===== config.mk =====
export PLATFORM = sky130hd
export DESIGN_NAME = bus_arbiter_flat
export DESIGN_NICKNAME = d
export VERILOG_FILES = /design/src/rtl/bus_arbiter_pkg.sv /design/src/rtl/bus_arbiter_if.sv /design/src/rtl/bus_arbiter_rr_pick.sv /design/src/rtl/bus_arbiter.sv /design/src/flat_wrapper.sv
export SDC_FILE = /design/constraint.sdc
export NUM_CORES = 1
export LEC_CHECK = 0
export CAP_MARGIN = 20
export CORE_AREA = 2 2 119 121
export CTS_CLUSTER_DIAMETER = 60
export DETAILED_ROUTE_END_ITERATION = 8
export DIE_AREA = 0 0 121 123
export PLACE_DENSITY = 0.54
export SETUP_SLACK_MARGIN = 0.2
export SLEW_MARGIN = 20
export SYNTH_ARGS = -nofsm -noshare
export SYNTH_HDL_FRONTEND = slang
export SYNTH_SLANG_ARGS = --single-unit

===== constraint.sdc =====
create_clock -name clk -period 2.05 [get_ports clk]
set_input_delay 0.205 -clock clk [delete_from_list [all_inputs] [get_ports clk]]
set_output_delay 0.205 -clock clk [all_outputs]
set_load 0.01 [all_outputs]

===== src/rtl/bus_arbiter_pkg.sv =====
// Shared system-bus definitions for the two-master bus arbiter.
// Contents:
//   arb_state_t  : arbiter state encoding (IDLE, OWN0, OWN1)
//   MST_0/MST_1  : master index constants
//   MAX_HOLD_DEF : default consecutive-transfer budget for an unlocked owner
//   own_state()  : maps a master index to its ownership state
package bus_arbiter_pkg;

  typedef enum logic [1:0] {
    ST_IDLE = 2'd0,
    ST_OWN0 = 2'd1,
    ST_OWN1 = 2'd2
  } arb_state_t;

  localparam logic MST_0        = 1'b0;
  localparam logic MST_1        = 1'b1;
  localparam int   MAX_HOLD_DEF = 4;

  function automatic arb_state_t own_state(input logic idx);
    return (idx == MST_1) ? ST_OWN1 : ST_OWN0;
  endfunction

endpackage


===== src/rtl/bus_arbiter_if.sv =====
// Bundle of the two master ports and the bridge-side bus.
// Modports:
//   slave  : arbiter view (takes requests, drives grants/ready/rdata and bus)
//   master : environment view (drives requests and bridge read data)
// Signals per master x: mx_req, mx_lock, mx_addr[31:0], mx_byteen[3:0],
//   mx_wdata[31:0] in; mx_gnt, mx_ready, mx_rdata[31:0] out.
// Bridge: bus_addr, bus_byteen, bus_wdata, bus_valid, bus_owner out;
//   bus_rdata in.
interface bus_arbiter_if;

  logic        m0_req;
  logic        m0_lock;
  logic [31:0] m0_addr;
  logic [3:0]  m0_byteen;
  logic [31:0] m0_wdata;
  logic        m0_gnt;
  logic        m0_ready;
  logic [31:0] m0_rdata;

  logic        m1_req;
  logic        m1_lock;
  logic [31:0] m1_addr;
  logic [3:0]  m1_byteen;
  logic [31:0] m1_wdata;
  logic        m1_gnt;
  logic        m1_ready;
  logic [31:0] m1_rdata;

  logic [31:0] bus_addr;
  logic [3:0]  bus_byteen;
  logic [31:0] bus_wdata;
  logic [31:0] bus_rdata;
  logic        bus_valid;
  logic        bus_owner;

  modport slave (
    input  m0_req, m0_lock, m0_addr, m0_byteen, m0_wdata,
    output m0_gnt, m0_ready, m0_rdata,
    input  m1_req, m1_lock, m1_addr, m1_byteen, m1_wdata,
    output m1_gnt, m1_ready, m1_rdata,
    output bus_addr, bus_byteen, bus_wdata, bus_valid, bus_owner,
    input  bus_rdata
  );

  modport master (
    output m0_req, m0_lock, m0_addr, m0_byteen, m0_wdata,
    input  m0_gnt, m0_ready, m0_rdata,
    output m1_req, m1_lock, m1_addr, m1_byteen, m1_wdata,
    input  m1_gnt, m1_ready, m1_rdata,
    input  bus_addr, bus_byteen, bus_wdata, bus_valid, bus_owner,
    output bus_rdata
  );

endinterface


===== src/rtl/bus_arbiter_rr_pick.sv =====
// Combinational two-way round-robin chooser.
// Ports:
//   i_req[1:0]   : request vector, bit x = master x
//   i_last_owner : master that most recently won the bus
//   o_winner     : chosen master index (valid when o_any)
//   o_any        : at least one request present
module bus_arbiter_rr_pick
  import bus_arbiter_pkg::*;
(
  input  logic [1:0] i_req,
  input  logic       i_last_owner,
  output logic       o_winner,
  output logic       o_any
);

  always_comb begin
    o_any    = |i_req;
    o_winner = MST_0;
    if (&i_req) begin
      // Tie: whoever did not own the bus last time goes first.
      o_winner = ~i_last_owner;
    end else if (i_req[1]) begin
      o_winner = MST_1;
    end
  end

endmodule


===== src/rtl/bus_arbiter.sv =====
// Two-master system-bus arbiter (master 0 = CPU data port, master 1 = DMA).
// Ports:
//   clk   : system clock, rising edge
//   reset : asynchronous active-low reset
//   bus   : bus_arbiter_if.slave, both master ports plus bridge bus
// The owner's transfer is passed combinationally to the bridge in any owned
// cycle where it requests. An unlocked owner yields after MAX_HOLD transfers
// if the other master is waiting.
module bus_arbiter
  import bus_arbiter_pkg::*;
#(
  parameter int MAX_HOLD = MAX_HOLD_DEF
) (
  input  logic          clk,
  input  logic          reset,
  bus_arbiter_if.slave  bus
);

  localparam int             HW       = $clog2(MAX_HOLD + 1);
  localparam logic [HW-1:0]  HOLD_MAX = HW'(MAX_HOLD);

  arb_state_t    r_state, w_state_next;
  logic          r_last_owner, w_last_owner_next;
  logic [HW-1:0] r_hold_cnt, w_hold_cnt_next, w_hold_inc;

  logic       w_owned, w_owner, w_own_req, w_own_lock, w_other_req, w_xfer;
  logic       w_pick, w_any;
  logic [1:0] w_req;

  assign w_req       = {bus.m1_req, bus.m0_req};
  assign w_owned     = (r_state != ST_IDLE);
  assign w_owner     = (r_state == ST_OWN1);
  assign w_own_req   = w_owner ? bus.m1_req  : bus.m0_req;
  assign w_own_lock  = w_owner ? bus.m1_lock : bus.m0_lock;
  assign w_other_req = w_owner ? bus.m0_req  : bus.m1_req;
  assign w_xfer      = w_owned & w_own_req;

  // Saturating so a long locked burst cannot wrap back below the budget.
  assign w_hold_inc = (r_hold_cnt == HOLD_MAX) ? r_hold_cnt : r_hold_cnt + 1'b1;

  bus_arbiter_rr_pick u_rr_pick (
    .i_req        (w_req),
    .i_last_owner (r_last_owner),
    .o_winner     (w_pick),
    .o_any        (w_any)
  );

  always_ff @(posedge clk or negedge reset) begin
    if (!reset) begin
      r_state      <= ST_IDLE;
      r_last_owner <= MST_1;
      r_hold_cnt   <= '0;
    end else begin
      r_state      <= w_state_next;
      r_last_owner <= w_last_owner_next;
      r_hold_cnt   <= w_hold_cnt_next;
    end
  end

  always_comb begin
    w_state_next      = r_state;
    w_last_owner_next = r_last_owner;
    w_hold_cnt_next   = r_hold_cnt;
    case (r_state)
      ST_IDLE: begin
        w_hold_cnt_next = '0;
        if (w_any) begin
          w_state_next      = own_state(w_pick);
          w_last_owner_next = w_pick;
        end
      end
      ST_OWN0, ST_OWN1: begin
        if (!w_own_req) begin
          w_hold_cnt_next = '0;
          if (w_other_req) begin
            w_state_next      = own_state(~w_owner);
            w_last_owner_next = ~w_owner;
          end else begin
            w_state_next = ST_IDLE;
          end
        end else if ((w_hold_inc == HOLD_MAX) && w_other_req && !w_own_lock) begin
          // Budget used up by this transfer and the other master is waiting.
          w_state_next      = own_state(~w_owner);
          w_last_owner_next = ~w_owner;
          w_hold_cnt_next   = '0;
        end else begin
          w_hold_cnt_next = w_hold_inc;
        end
      end
      default: begin
        w_state_next    = ST_IDLE;
        w_hold_cnt_next = '0;
      end
    endcase
  end

  // Outputs decode only registered state and live inputs, so an asynchronous
  // reset forces them to zero without waiting for a clock edge.
  always_comb begin
    bus.m0_gnt     = (r_state == ST_OWN0);
    bus.m1_gnt     = (r_state == ST_OWN1);
    bus.bus_owner  = w_owner;
    bus.bus_valid  = 1'b0;
    bus.bus_addr   = '0;
    bus.bus_byteen = '0;
    bus.bus_wdata  = '0;
    bus.m0_ready   = 1'b0;
    bus.m1_ready   = 1'b0;
    bus.m0_rdata   = '0;
    bus.m1_rdata   = '0;
    if (w_xfer) begin
      bus.bus_valid = 1'b1;
      if (w_owner) begin
        bus.bus_addr   = bus.m1_addr;
        bus.bus_byteen = bus.m1_byteen;
        bus.bus_wdata  = bus.m1_wdata;
        bus.m1_ready   = 1'b1;
        bus.m1_rdata   = bus.bus_rdata;
      end else begin
        bus.bus_addr   = bus.m0_addr;
        bus.bus_byteen = bus.m0_byteen;
        bus.bus_wdata  = bus.m0_wdata;
        bus.m0_ready   = 1'b1;
        bus.m0_rdata   = bus.bus_rdata;
      end
    end
  end

endmodule


===== src/flat_wrapper.sv =====
// flat-port wrapper written by rule: the top's interface ports become plain ports
module bus_arbiter_flat import bus_arbiter_pkg::*;
#(
  parameter int MAX_HOLD = MAX_HOLD_DEF
)
  (clk, reset, bus_m0_req, bus_m0_lock, bus_m0_addr, bus_m0_byteen, bus_m0_wdata, bus_m0_gnt, bus_m0_ready, bus_m0_rdata, bus_m1_req, bus_m1_lock, bus_m1_addr, bus_m1_byteen, bus_m1_wdata, bus_m1_gnt, bus_m1_ready, bus_m1_rdata, bus_bus_addr, bus_bus_byteen, bus_bus_wdata, bus_bus_valid, bus_bus_owner, bus_bus_rdata);
  bus_arbiter_if bus_i ();
  input  logic clk;
  input  logic reset;
  input wire logic [$bits(bus_i.m0_req)-1:0] bus_m0_req;
  input wire logic [$bits(bus_i.m0_lock)-1:0] bus_m0_lock;
  input wire logic [$bits(bus_i.m0_addr)-1:0] bus_m0_addr;
  input wire logic [$bits(bus_i.m0_byteen)-1:0] bus_m0_byteen;
  input wire logic [$bits(bus_i.m0_wdata)-1:0] bus_m0_wdata;
  output wire logic [$bits(bus_i.m0_gnt)-1:0] bus_m0_gnt;
  output wire logic [$bits(bus_i.m0_ready)-1:0] bus_m0_ready;
  output wire logic [$bits(bus_i.m0_rdata)-1:0] bus_m0_rdata;
  input wire logic [$bits(bus_i.m1_req)-1:0] bus_m1_req;
  input wire logic [$bits(bus_i.m1_lock)-1:0] bus_m1_lock;
  input wire logic [$bits(bus_i.m1_addr)-1:0] bus_m1_addr;
  input wire logic [$bits(bus_i.m1_byteen)-1:0] bus_m1_byteen;
  input wire logic [$bits(bus_i.m1_wdata)-1:0] bus_m1_wdata;
  output wire logic [$bits(bus_i.m1_gnt)-1:0] bus_m1_gnt;
  output wire logic [$bits(bus_i.m1_ready)-1:0] bus_m1_ready;
  output wire logic [$bits(bus_i.m1_rdata)-1:0] bus_m1_rdata;
  output wire logic [$bits(bus_i.bus_addr)-1:0] bus_bus_addr;
  output wire logic [$bits(bus_i.bus_byteen)-1:0] bus_bus_byteen;
  output wire logic [$bits(bus_i.bus_wdata)-1:0] bus_bus_wdata;
  output wire logic [$bits(bus_i.bus_valid)-1:0] bus_bus_valid;
  output wire logic [$bits(bus_i.bus_owner)-1:0] bus_bus_owner;
  input wire logic [$bits(bus_i.bus_rdata)-1:0] bus_bus_rdata;
  assign bus_i.m0_req = bus_m0_req;
  assign bus_i.m0_lock = bus_m0_lock;
  assign bus_i.m0_addr = bus_m0_addr;
  assign bus_i.m0_byteen = bus_m0_byteen;
  assign bus_i.m0_wdata = bus_m0_wdata;
  assign bus_m0_gnt = bus_i.m0_gnt;
  assign bus_m0_ready = bus_i.m0_ready;
  assign bus_m0_rdata = bus_i.m0_rdata;
  assign bus_i.m1_req = bus_m1_req;
  assign bus_i.m1_lock = bus_m1_lock;
  assign bus_i.m1_addr = bus_m1_addr;
  assign bus_i.m1_byteen = bus_m1_byteen;
  assign bus_i.m1_wdata = bus_m1_wdata;
  assign bus_m1_gnt = bus_i.m1_gnt;
  assign bus_m1_ready = bus_i.m1_ready;
  assign bus_m1_rdata = bus_i.m1_rdata;
  assign bus_bus_addr = bus_i.bus_addr;
  assign bus_bus_byteen = bus_i.bus_byteen;
  assign bus_bus_wdata = bus_i.bus_wdata;
  assign bus_bus_valid = bus_i.bus_valid;
  assign bus_bus_owner = bus_i.bus_owner;
  assign bus_i.bus_rdata = bus_bus_rdata;
  bus_arbiter #(.MAX_HOLD(MAX_HOLD)) u_core (.clk(clk), .reset(reset), .bus(bus_i));
endmodule

==> results of run 1 <==
-- layer usage --
| layer | track usage, % | vias to the layer above | wire length [um] |
|---|---|---|---|
| met3 | 5.074 | 12 | 1375 |
| met2 | 30.20 | 170 | 7700 |
| li1 | - | 1531 | - |
| met5 | 0 | - | 0 |
| met4 | 1.817 | 0 | 135 |
| met1 | 19.00 | 1506 | 5530 |
-- cell usage after synthesis, types with 2 or more instances --
library cell	count	area, um^2
o211ai_1	2	15.01
nor2_1	5	18.77
nand2_1	7	26.28
inv_1	4	15.01
dfrtp_1	5	125.1
ha_1	6	75.07
buf_1	3	11.26
and2_1	64	400.4
mux2_1	3	33.78
a21oi_1	6	30.03
clkbuf_1	19	71.32
a22o_1	68	595.6
-- cells by family (layout without fill, tap and decap cells) --
| group | after synthesis | count (layout) | share of synthesized area (%) |
|---|---|---|---|
| xor+xnor | 1 | 1 | 0.5483 |
| fa+ha+maj | 6 | 6 | 4.698 |
| simple gates | 87 | 87 | 33.44 |
| flops | 6 | 6 | 9.476 |
| buf+inv | 27 | 394 | 6.578 |
| compound gates | 80 | 80 | 42.44 |
| mux | 4 | 4 | 2.819 |
| other cells | 0 | 2 | 0 |
-- power by group through the flow --
stage / clock (mW) / sequential (mW) / combinational, mW
after CTS: 0.335 / 0.205 / 4.46
after global placement: 0 / 0.195 / 3.75
after detailed placement: 0 / 0.196 / 3.75
after floorplan: 0 / 0.199 / 1.60
after global routing: 0.340 / 0.212 / 5.32
final: 0.326 / 0.206 / 5.03
-- state kept, by name (all words and copies together), names as in the netlist --
signal and flops:
u_core.r_state 2, u_core.r_last_owner 1, u_core.r_hold_cnt 3
-- how the worst max path moves through the flow --
stage / to / slack (ps)
CTS: bus_bus_wdata[8] / -50
detailed placement: bus_bus_wdata[18] / -240
global placement: bus_bus_wdata[18] / -240
finish: bus_bus_addr[30] / -10
floorplan: u_core.r_state[0]$_DFFE_PN0P_ / 150
global route: bus_bus_addr[4] / -70
-- what timing repair did --
action	CTS	global route
setup buffers	24	6
pin swaps	49	52
endpoints found under the setup margin	138	140
gates resized for setup	651	73
gates cloned	11	10
-- stage by stage --
step | setup slack, ps | hold slack (ps)
after floorplan | 154.6 | -90.59
after global routing | -72.68 | 257.9
after detailed placement | -239.6 | 483.5
final | -12.23 | 240.3
after global placement | -236.7 | 479.2
after CTS | -48.29 | 242.1
-- final cells by class --
class / count / area [um^2]
Fill cell: 1342 / 7569
Timing Repair Buffer: 386 / 3986
Multi-Input combinational cell: 178 / 1580
Tap cell: 180 / 225.2
Sequential cell: 6 / 152.6
Clock buffer: 4 / 78.83
Inverter: 4 / 15.01
Antenna cell: 2 / 5.005
-- worst reg2reg max path: cells and delay by family, from the launching register on --
family / cells / cell delay, ps
and+or+nand+nor: 2 / 580
DFF: 1 / 380
muxes: 1 / 310
buffers and inverters: 2 / 230
adders and majority gates: 1 / 180
AOI/OAI and AO/OA: 1 / 90
==> impl_metrics.toml, run 1 <==
[run_status]
outcome = "finished, violations left"
violations = "setup timing"

[timing]
tightest_slew_ps = 356.0
max_freq_mhz = 484.9
period_share_pct = 100.6
finalCriticalPeriod_ps = 2062
maxSlewHeadroom_pct = 75.65
setup_viol = 4
rsz0062_at_grt = "true"
finClkSkew_ps = 0.8973
hold_viol = 0
final_max_slew_viol_count = 0
setup_slack_ps = -12.23
fin_setup_tns_ps = -32.44

[worst_setup_path]
reg2reg_depth = 7
r2r_end = "u_core.r_state[1]$_DFFE_PN0P_"
startpoint_type = "flop"
slowest_stage = "dfrtp_2"
critPathMaxFanout = 6
cp_slowest_stage_delay_ps = 390
reg2reg_setup_slack_ps = 160
reg2reg_from = "u_core.r_state[0]$_DFFE_PN0P_"
crit_required_ps = 1850
path_cells = "inv_2, ha_4, nor3b_4, buf_6, buf_8, buf_12, clkbuf_16, a22o_1, buf_2"
path_buf_inv = 6
path_class = "flop to output port"
critPathTopFamily = "buffers and inverters"
path_depth = 9
arrival_ps = 1860
end_kind = "output port"
startpoint = "u_core.r_state[1]$_DFFE_PN0P_"

[flow_run]
cap_viol_max_count = 0

[synth]
ys_types = 31
async_flop_share_pct = 100.0
yosysWarnings = 0
synth_seq_cells = 6
synth_fp_nets = 391
synth-seq-area-share_pct = 9.475
syn_area_um2 = 1598
synth-edff-count = 0
synth_ff_type = "dfrtp_1"
syn_inst = 211
post_synth.cell_area_avg_um2 = 7.572

[power]
swShare_pct = 37.77
pwr_density_cell_nw_per_um2 = 920.3
p_comb_share_pct = 90.4
power.switching_mw = 2.101
p_leak_nw = 2.825
pwr-share-seq_pct = 3.7
p_int_mw = 3.461
ir_worst_vdd_v = 0.0003233
p_total_mw = 5.562
clockPowerShare_pct = 5.9

[placed_design]
gp_congestion = 0.7828
place_inst = 703
place_area_um2 = 5116
io_buffers = 311
dp_hpwl_um = 10530

[floorplanning]
die_w_um = 121
initial_utilization_pct = 11.74
num_rows = 43
dieArea_um2 = 14880
die_h_um = 123
io-pin-count = 312
core_area_um2 = 13610

[layout]
fin_util_pct = 44.40
finalNetCount = 759
instances_no_fill = 760
syn_to_final_growth_pct = 278.2
layout-drive-gt1-share_pct = 48.44
final_common_cell = "clkdlybuf4s50_1"
final_cell_mix = "clkdlybuf4s50_1, buf_6, buf_2"
final_cell_area_um2 = 6043

[global_routing]
grt_pass1_wl_um = 18640
gr-usage-all-layers_pct = 16.33
grt_overflow = 0
grt_start_max_net_pins = 19
grt_pass1_vias = 3245
antenna_found_initial = 3

[routing]
vias = 3219
routed_wl_um = 14740
viasPerCell = 4.236
drc = 0
wire_per_inst_um = 19.40
first_pass_iters = 4
drtAntennaViolNets = 0
drt-initial-drc-count = 84

[clock_network]
path_clk_slew_ps = 30
cts_tree = "built"
cts_buffer_depth = 2
htree_levels = 1
ctsHoldBuffers = 0
cts_num_sinks = 6
cts_root_buffer = "clkbuf_16"
insertion_delay_ps = 230
cts_buffers = 3

[worst_hold_path]
min_path_type = "input port to async pin"
No activity file was read; power rests on OpenSTA's default activity.
==> inputs of run 2 (changes only) <==
- SKIP_CTS_REPAIR_TIMING: not set -> 1
==> impl_metrics.toml, run 2 (synthesis results as in run 1) <==
[routing]
drc = 0
routed_wl_um = 13950
first_pass_iters = 6
viasPerCell = 4.211
drtAntennaViolNets = 0
vias = 3175
wire_per_inst_um = 18.50
drt-initial-drc-count = 80

[clock_network]
insertion_delay_ps = 230
path_clk_slew_ps = 40
cts_root_buffer = "clkbuf_16"
cts_tree = "built"
cts_num_sinks = 6
cts_buffers = 3
htree_levels = 1
cts_buffer_depth = 2

[power]
ir_worst_vdd_v = 0.0003240
pwr_density_cell_nw_per_um2 = 893.4
p_leak_nw = 2.732

[worst_setup_path]
critPathTopFamily = "buffers and inverters"
arrival_ps = 1960
startpoint = "u_core.r_state[1]$_DFFE_PN0P_"
path_buf_inv = 7
path_depth = 10
end_kind = "output port"
crit_required_ps = 1850
reg2reg_depth = 6
critPathMaxFanout = 7
path_cells = "inv_2, ha_4, nor3b_4, buf_12, buf_8, buf_6, buf_6, clkbuf_16, a22o_1, buf_2"
path_class = "flop to output port"
r2r_end = "u_core.r_state[0]$_DFFE_PN0P_"
reg2reg_from = "u_core.r_state[1]$_DFFE_PN0P_"
cp_common_cell = "buf_6"
reg2reg_setup_slack_ps = 100
cp_slowest_stage_delay_ps = 410
startpoint_type = "flop"
slowest_stage = "dfrtp_1"
crit_end = "bus_bus_addr[30]"

[floorplanning]
die_h_um = 123
core_area_um2 = 13610
dieArea_um2 = 14880
io-pin-count = 312
die_w_um = 121
initial_utilization_pct = 11.74
num_rows = 43

[global_routing]
grt_start_max_net_pins = 37
grt_pass1_vias = 2894
antenna_found_initial = 3
grt_pass1_wl_um = 16320
grt_overflow = 0
gr-usage-all-layers_pct = 14.14

[placed_design]
dp_hpwl_um = 10530
place_inst = 703
place_area_um2 = 5116
gp_congestion = 0.7828
io_buffers = 311
preCtsSetupSlack_ps = -239.6

[timing]
final_max_slew_viol_count = 0
rsz0062_at_grt = "true"
period_share_pct = 105.6
setup_slack_ps = -115.6
fin_setup_tns_ps = -3876
hold_viol = 0
max_freq_mhz = 461.8
finalCriticalPeriod_ps = 2166
maxSlewHeadroom_pct = 76.58
finClkSkew_ps = 2.124
setup_viol = 81
tightest_slew_ps = 342.4

[layout]
top_register = "u_core.r_hold_cnt"
largest_register_ffs = 3
top_regs = "u_core.r_hold_cnt: 3 flops, u_core.r_state: 2 flops, u_core.r_last_owner: 1 flops"
final_cell_area_um2 = 5834
layout-drive-gt1-share_pct = 47.55
fin_util_pct = 42.86
fillers = 1362
syn_to_final_growth_pct = 265.2
final_cell_mix = "clkdlybuf4s50_1, buf_6, a22o_1"
finalNetCount = 753
final_common_cell = "clkdlybuf4s50_1"
instances_no_fill = 754

[worst_hold_path]
min_path_type = "input port to async pin"

[run_status]
violations = "setup timing"
outcome = "finished, violations left"

[flow_run]
cap_viol_max_count = 0
run 2: changes by cell type in the layout (fill, tap and decap cells not counted), moves of 3 or more:
cell             delta
clkbuf_2           +10
buf_6               +4
buf_2              -12
buf_8               +3
and2_4              +5
and2_1              -5
buf_16              -9
clkdlybuf4s50_1     +3
run 2: worst min-delay path by stage:
stage,start,endpoint,slack (ps),cells after the start
6_report,reset,u_core.r_hold_cnt[1]$_DFF_PN0_,230,1
4_1_cts,reset,u_core.r_hold_cnt[0]$_DFF_PN0_,240,1
3_3_place_gp,reset,u_core.r_hold_cnt[0]$_DFF_PN0_,480,1
2_1_floorplan,reset,u_core.r_hold_cnt[0]$_DFF_PN0_,-90,0
3_5_place_dp,reset,u_core.r_state[0]$_DFFE_PN0P_,480,1
5_1_grt,reset,u_core.r_hold_cnt[0]$_DFF_PN0_,250,1
run 2: through the flow:
stage / power (mW) / hold WS (ps)
3_3_place_gp: 3.944 / 479.2
3_5_place_dp: 3.949 / 483.5
2_1_floorplan: 1.796 / -90.59
5_1_grt: 5.513 / 254.3
4_1_cts: 4.302 / 242.1
6_report: 5.212 / 231.2
run 2: cell type report:
type	instances	area [um^2]	share of cell area [%]
clock buffer	4	78.83	1.351
inverter	4	15.01	0.2573
sequential	6	151.4	2.595
tap	180	225.2	3.860
multi-input combinational	178	1569	26.89
timing repair buffer	380	3790	64.96
antenna	2	5.005	0.08578
run 2: report_power, final:
| group | switching (mW) | total [mW] | leakage (nW) | internal (mW) |
|---|---|---|---|---|
| clock network | 0.0667 | 0.325 | 0.0382 | 0.258 |
| logic | 1.89 | 4.68 | 2.62 | 2.79 |
| registers | 0.0336 | 0.204 | 0.0766 | 0.170 |
| total | 1.99 | 5.21 | 2.73 | 3.22 |
run 2: metal layers:
| layer | part of all wire, % | global-route usage, % | vias up |
|---|---|---|---|
| li1 | - | - | 1519 |
| met1 | 36 | 15.79 | 1467 |
| met2 | 52 | 25.95 | 179 |
| met3 | 12 | 5.627 | 10 |
| met4 | 0.73 | 1.744 | 0 |
| met5 | 0 | 0 | - |
